==> src/rtl/rp_axi_acq_pack.sv <==
// rp_axi_acq_pack: packs sign-extended ADC samples into beats under a pre/post trigger
// capture sequence and queues them in a small FIFO for the AXI write path.
module rp_axi_acq_pack #(
  parameter int DW  = 14,
  parameter int CH  = 2,
  parameter int BW  = 64,
  parameter int FAW = 2,
  parameter int CW  = 32,
  localparam int L  = BW / 16,
  localparam int SW = CH > 1 ? $clog2(CH) : 1,
  localparam int LW = L > 1 ? $clog2(L) : 1
) (
  input  logic             axi_clk_i,
  input  logic             axi_rst_i,
  input  logic [CH*DW-1:0] dat_i,
  input  logic             dv_i,
  input  logic             mode_i,
  input  logic [SW-1:0]    ch_sel_i,
  input  logic             arm_i,
  input  logic             rst_do_i,
  input  logic             trig_i,
  input  logic [CW-1:0]    pre_i,
  input  logic [CW-1:0]    dly_i,
  output logic [BW-1:0]    m_data_o,
  output logic [BW/8-1:0]  m_strb_o,
  output logic             m_valid_o,
  input  logic             m_ready_i,
  output logic             m_trig_o,
  output logic             m_last_o,
  output logic [2:0]       state_o,
  output logic [31:0]      trig_beat_o,
  output logic [LW-1:0]    trig_lane_o,
  output logic             overflow_o,
  output logic             done_o
);
  typedef enum logic [2:0] {IDLE = 3'd0, PRE = 3'd1, ARMED = 3'd2, POST = 3'd3, FLUSH = 3'd4, DONE = 3'd5} state_t;
  localparam int EW = BW + BW / 8 + 2;
  state_t state_q, state_d;
  logic [LW-1:0] ptr_q, ptr_d, tlane_q, tlane_d, nptr;
  logic [BW-1:0] lane_q, lane_d, pdat_q, pdat_d, merged;
  logic [BW/8-1:0] pstrb_q, pstrb_d, mask;
  logic [CW-1:0] cnt_q, cnt_d;
  logic [31:0] beat_q, beat_d, tbeat_q, tbeat_d;
  logic tflag_q, tflag_d, pend_q, pend_d, ptrig_q, ptrig_d, plast_q, plast_d, ovf_q, ovf_d;
  logic [FAW:0] wp_q, wp_d, rp_q, rp_d;
  logic [EW-1:0] mem_q [2**FAW];
  logic [EW-1:0] head;
  logic [15:0] wd [CH];
  logic [LW:0] sum;
  logic cap, wrap, accept, lastsmp, empty, full, pop, push_ok;
  assign empty   = wp_q == rp_q;
  assign full    = (wp_q[FAW] != rp_q[FAW]) && (wp_q[FAW-1:0] == rp_q[FAW-1:0]);
  assign pop     = !empty && m_ready_i;
  assign push_ok = pend_q && (!full || pop);
  assign cap     = dv_i && (state_q == PRE || state_q == ARMED || state_q == POST);
  assign accept  = dv_i && trig_i && state_q == ARMED;
  assign lastsmp = (accept && dly_i == '0) || (dv_i && state_q == POST && cnt_q == CW'(1));
  always_comb begin
    for (int c = 0; c < CH; c++) wd[c] = 16'({{16{dat_i[c*DW+DW-1]}}, dat_i[c*DW +: DW]});
    merged = lane_q;
    if (mode_i) for (int c = 0; c < CH; c++) merged[((int'(ptr_q) + c) % L) * 16 +: 16] = wd[c];
    else merged[{ptr_q, 4'b0} +: 16] = wd[ch_sel_i];
    sum  = {1'b0, ptr_q} + (mode_i ? (LW+1)'(CH) : (LW+1)'(1));
    wrap = sum >= (LW+1)'(L);
    nptr = wrap ? LW'(sum - (LW+1)'(L)) : LW'(sum);
    for (int j = 0; j < L; j++) mask[2*j +: 2] = {2{LW'(j) < nptr}};
  end
  always_comb begin
    state_d = state_q;
    ptr_d   = ptr_q;
    lane_d  = lane_q;
    cnt_d   = cnt_q;
    beat_d  = beat_q;
    tbeat_d = tbeat_q;
    tlane_d = tlane_q;
    tflag_d = tflag_q;
    pend_d  = 1'b0;
    pdat_d  = pdat_q;
    pstrb_d = pstrb_q;
    ptrig_d = ptrig_q;
    plast_d = plast_q;
    wp_d    = wp_q + (FAW+1)'(push_ok);
    rp_d    = rp_q + (FAW+1)'(pop);
    ovf_d   = ovf_q | (pend_q & ~push_ok);
    if (cap) begin
      lane_d  = wrap ? '0 : merged;
      ptr_d   = nptr;
      tflag_d = (tflag_q | accept) & ~(wrap | lastsmp);
      if (wrap || lastsmp) begin
        pend_d  = 1'b1;
        pdat_d  = merged;
        pstrb_d = wrap ? '1 : mask;
        ptrig_d = tflag_q | accept;
        plast_d = lastsmp;
        beat_d  = beat_q + 32'd1;
      end
    end
    if (accept) begin
      tbeat_d = beat_q;
      tlane_d = ptr_q;
    end
    case (state_q)
      PRE: if (dv_i) begin
        cnt_d = cnt_q + CW'(1);
        if (cnt_q + CW'(1) >= pre_i) state_d = ARMED;
      end
      ARMED: if (accept) begin
        cnt_d   = dly_i;
        state_d = dly_i == '0 ? FLUSH : POST;
      end
      POST: if (dv_i) begin
        cnt_d = cnt_q - CW'(1);
        if (cnt_q == CW'(1)) state_d = FLUSH;
      end
      FLUSH: if (!pend_q && empty) state_d = DONE;
      default: ;
    endcase
    // soft clear outranks arm; both restart packer and FIFO
    if (arm_i || rst_do_i) begin
      state_d = rst_do_i ? IDLE : (pre_i == '0 ? ARMED : PRE);
      cnt_d   = '0;
      ptr_d   = '0;
      lane_d  = '0;
      tflag_d = 1'b0;
      pend_d  = 1'b0;
      beat_d  = '0;
      wp_d    = '0;
      rp_d    = '0;
      ovf_d   = 1'b0;
    end
  end
  always_ff @(posedge axi_clk_i or posedge axi_rst_i) begin
    if (axi_rst_i) begin
      state_q <= IDLE;
      ptr_q   <= '0;
      lane_q  <= '0;
      cnt_q   <= '0;
      beat_q  <= '0;
      tbeat_q <= '0;
      tlane_q <= '0;
      tflag_q <= 1'b0;
      pend_q  <= 1'b0;
      pdat_q  <= '0;
      pstrb_q <= '0;
      ptrig_q <= 1'b0;
      plast_q <= 1'b0;
      wp_q    <= '0;
      rp_q    <= '0;
      ovf_q   <= 1'b0;
    end else begin
      state_q <= state_d;
      ptr_q   <= ptr_d;
      lane_q  <= lane_d;
      cnt_q   <= cnt_d;
      beat_q  <= beat_d;
      tbeat_q <= tbeat_d;
      tlane_q <= tlane_d;
      tflag_q <= tflag_d;
      pend_q  <= pend_d;
      pdat_q  <= pdat_d;
      pstrb_q <= pstrb_d;
      ptrig_q <= ptrig_d;
      plast_q <= plast_d;
      wp_q    <= wp_d;
      rp_q    <= rp_d;
      ovf_q   <= ovf_d;
    end
  end
  always_ff @(posedge axi_clk_i) if (push_ok) mem_q[wp_q[FAW-1:0]] <= {plast_q, ptrig_q, pstrb_q, pdat_q};
  assign head        = mem_q[rp_q[FAW-1:0]];
  assign m_valid_o   = !empty;
  assign m_data_o    = empty ? '0 : head[BW-1:0];
  assign m_strb_o    = empty ? '0 : head[BW +: BW/8];
  assign m_trig_o    = !empty && head[EW-2];
  assign m_last_o    = !empty && head[EW-1];
  assign state_o     = state_q;
  assign done_o      = state_q == DONE;
  assign trig_beat_o = tbeat_q;
  assign trig_lane_o = tlane_q;
  assign overflow_o  = ovf_q;
endmodule

==> config.mk <==
export PLATFORM = sky130hd
export DESIGN_NAME = rp_axi_acq_pack
export DESIGN_NICKNAME = d
export VERILOG_FILES = /design/src/rtl/rp_axi_acq_pack.sv
export SDC_FILE = /design/constraint.sdc
export NUM_CORES = 1
export LEC_CHECK = 0
export ABC_AREA = 1
export CORE_AREA = 3 3 237 239
export CTS_CLUSTER_DIAMETER = 50
export DETAILED_ROUTE_END_ITERATION = 12
export DIE_AREA = 0 0 240 242
export GPL_ROUTABILITY_DRIVEN = 0
export PLACE_DENSITY = 0.7
export SETUP_SLACK_MARGIN = 0.4
export SLEW_MARGIN = 20
export SYNTH_ARGS = -nofsm -noshare
export SYNTH_HDL_FRONTEND = slang
export SYNTH_SLANG_ARGS = --single-unit
==> constraint.sdc <==
create_clock -name axi_clk_i -period 10.55 [get_ports axi_clk_i]
set_input_delay 3.165 -clock axi_clk_i [delete_from_list [all_inputs] [get_ports axi_clk_i]]
set_output_delay 3.165 -clock axi_clk_i [all_outputs]
set_load 0.02 [all_outputs]
==> summary.txt <==
Power and ir drop
  – Peak VDD IR: 0.1091 mV
  – Pwr Total: 0.005338 W
  – P per Cell Area: 169.6 nW/um2
  – P_leak: 13.23 nW

Clock tree
  – H-Tree Depth: 2
  – CTS resizes: 0
  – CTS root buf: clkbuf_16
  – Setup Fix Bufs, Post-CTS: 0
  – Inserted Clock Buffers: 57
  – CTS tree: yes
  – Reg clk slew, reported paths: 0.06 ns
  – Clock Path Buffers: 3
  – Clk_lat worst skew: 0.62 ns
  – Clock Sinks: 526
  – Cts-stage hold buffer count: 0

Worst setup path
  – R2R depth: 10
  – CP Class: reg2out
  – WP data required: 7.39 ns
  – Crit. Startpoint: rp_q[0]$_DFF_PP0_
  – R2r startpoint: ptr_q[1]$_DFFE_PP0P_
  – Crit-path max FO: 81
  – Startpoint Class: register
  – Flop2flop setup slack: 6.21 ns
  – Data arrival time of the worst path: 3.83 ns
  – Worst Setup End Kind: primary output
  – RR Endpoint: pdat_q[25]$_DFFE_PP0P_

Timing
  – Final setup viols: 0
  – Setup TNS: 0 ns
  – Worst Clk Skew: 0.01583 ns
  – RSZ-0062 raised after global routing: no
  – Fmax: 143.0 MHz
  – Worst Max-Slew Pin Slew: 0.9965 ns
  – Final Cycle Share: 0.6629
  – Final hold violation count: 0
  – Tmin final: 6.994 ns
  – Rel. slew slack: 0.3357
  – Final slew viol count: 0

Yosys
  – Post-synthesis cell type count: 54
  – Register area share after synthesis: 0.5369
  – Syn Std Cell Area: 27130 um2
  – FF+latch count, synth: 526
  – Async SR Flop Fraction: 0.4677
  – Cell accounting for the most synthesized area: edfxtp_1
  – Mapped Cells: 3100
  – Syn avg cell area: 8.751 um2
  – Most used DFF post-synth: edfxtp_1
  – Yosys top cell area share: 0.3099
  – Synth Net Count: 3249
  – Ranking of synthesized cells by area: edfxtp_1, dfrtp_1, nand2_1
  – Post-synth EDFFs: 280
  – Synthesis Warnings: 0

Routing
  – DRT Wirelength: 75920 um
  – Average wire per standard cell: 19.12 um
  – DR vias/cell: 5.816
  – Routed Antenna Nets: 0
  – Detailed-route DRC error count: 0
  – DRT Pass-1 Iters: 6
  – Initial DRC count: 2436
  – DR vias: 23090

Floorplanning
  – I/O Pins: 215
  – DIE WIDTH: 240 um
  – Std-Cell Rows: 85
  – Starting Density: 0.5021
  – Core area: 54030 um2
  – Die Footprint: 58080 um2
  – Die H: 242 um

Min path
  – Hold Path Depth: 2
  – Hold wc startpoint: trig_beat_o[30]$_DFFE_PP0P_
  – Worst hold path type: reg2reg
  – WHS Endpoint: trig_beat_o[30]$_DFFE_PP0P_

Job
  – Max cap viols: 0

Placement
  – Post-DP HPWL: 49810 um
  – PortBufs: 214

Finish
  – Synthesis-to-layout area growth: 16.04%
  – Share of layout cells above drive strength 1: 0.06294
  – Post-layout net count: 3374

Global routing
  – First-pass GRT wire length: 119900 um
  – Gr ovfl total: 0
  – Largest net degree at the start of global routing: 109
  – Vias in the first global route: 22190
  – GRT Overall Usage: 0.2570
  – Initial antenna violation count: 5

Outcome
  – Status: completed
placed cells by master (no fill, tap or decap), types with 13 or more instances in the layout:
cell type,netlist,layout
nand2_1,592,591
nor2_1,411,411
inv_1,333,332
edfxtp_1,280,280
dfrtp_1,246,244
clkdlybuf4s50_1,0,212
o21ai_0,208,208
o22ai_1,143,143
a21oi_1,130,130
nand3_1,126,126
o32ai_1,70,70
o21ai_1,67,67
clkbuf_16,0,58
ha_1,47,47
nand4_1,39,39
xor2_1,32,32
nor3_1,33,29
o2bb2ai_1,25,25
buf_4,6,24
inv_2,18,17
nor2_2,18,17
a22oi_1,13,13
how the worst max path moves through the flow:
| stage | end | slack [ns] | cells after the start |
|---|---|---|---|
| 6_report | m_data_o[43] | 3.56 | 7 |
| 2_1_floorplan | beat_q[0]$_DFFE_PP0P_ | 0.63 | 1 |
| 5_1_grt | m_data_o[43] | 3.31 | 7 |
| 3_5_place_dp | pdat_q[32]$_DFFE_PP0P_ | 3.87 | 11 |
| 3_3_place_gp | pdat_q[25]$_DFFE_PP0P_ | 4.01 | 10 |
| 4_1_cts | m_data_o[43] | 3.49 | 7 |
metal layers:
metal  part of all wire  track usage  up-vias
met2               0.47       0.4226     1039
met4              0.040      0.09830        8
met1               0.40       0.3343    11050
met3              0.084      0.05396      209
li1                   -            -    10790
met5            0.00065            0        -
synth_stat cells (2+ instances only):
cell,instances
nand2_1,592
nor2_1,411
inv_1,333
edfxtp_1,280
dfrtp_1,246
o21ai_0,208
o22ai_1,143
a21oi_1,130
nand3_1,126
clkbuf_1,95
o32ai_1,70
o21ai_1,67
ha_1,47
nand4_1,39
buf_2,35
nor3_1,33
xor2_1,32
o2bb2ai_1,25
buf_1,22
inv_2,18
nor2_2,18
a22oi_1,13
buf_6,12
nand2_2,9
nor4_1,8
o211ai_1,8
o31ai_1,7
or2_2,7
xnor2_1,7
buf_4,6
nand3b_1,5
nor2_4,5
o21ai_2,5
a31oi_1,4
clkinv_1,4
nor3_2,4
inv_4,3
o2111ai_1,3
a21o_1,2
buf_8,2
nor2_8,2
nor3_4,2
worst max-delay path, stage by stage, from the launching register on:
cell and delay [ns]:
dfrtp_4 0.50, inv_4 0.59, buf_4 0.65, nor2_1 0.14
o32ai_1 0.41, nand2_1 0.11, inv_1 0.08, clkdlybuf4s50_1 0.61
cells by family (layout without fill, tap and decap cells):
group                      count (synthesis)  count (layout)  synth area share
AOI/OAI and AO/OA                        689             689            0.1514
xor gates and xnor gates                  39              39           0.01259
adders and majority gates                 48              48           0.02241
buffers and inverters                    532             705           0.08057
DFF                                      526             526            0.5369
other                                      0               1                 0
and+or+nand+nor                         1266            1266            0.1962
power breakdown:
group | leakage [nW] | internal (W) | total [W] | switching, W
sequential | 5.94 | 0.00238 | 0.00254 | 0.000159
clock | 0.932 | 0.00118 | 0.00203 | 0.000847
combinational | 6.36 | 0.000262 | 0.000766 | 0.000504
area by class of cell:
type,instances,area (um2)
Clock buffer,75,1565
Tap cell,696,870.8
Inverter,359,1368
Timing Repair Buffer,239,2323
Fill cell,4711,22550
Antenna cell,1,2.502
Clock inverter,32,371.6
Multi-Input combinational cell,2042,10410
Sequential cell,526,14570
per-stage QoR:
step	cell area (um2)	cells	utilization	hold slack (ns)	setup slack, ns
final	31480	3970	0.5827	0.4703	3.556
after global routing	31480	3969	0.5826	0.5110	3.309
after CTS	31480	3969	0.5826	0.4765	3.488
after detailed placement	29540	3862	0.5468	0.4630	3.873
after global placement	29540	3862	0.5468	0.4611	4.012
after floorplan	27130	3100	-	0.4763	0.6268
sequential cells by signal, summed over array words and instances, names as in the netlist, 2 cells and up:
register / cells
trig_lane_o: 2
ptr_q: 2
beat_q: 32
wp_q: 3
pdat_q: 64
rp_q: 3
lane_q: 64
trig_beat_o: 32
cnt_q: 32
pstrb_q: 4
state_o: 3
mem_q: 280
(Power assumes the default switching activity.)
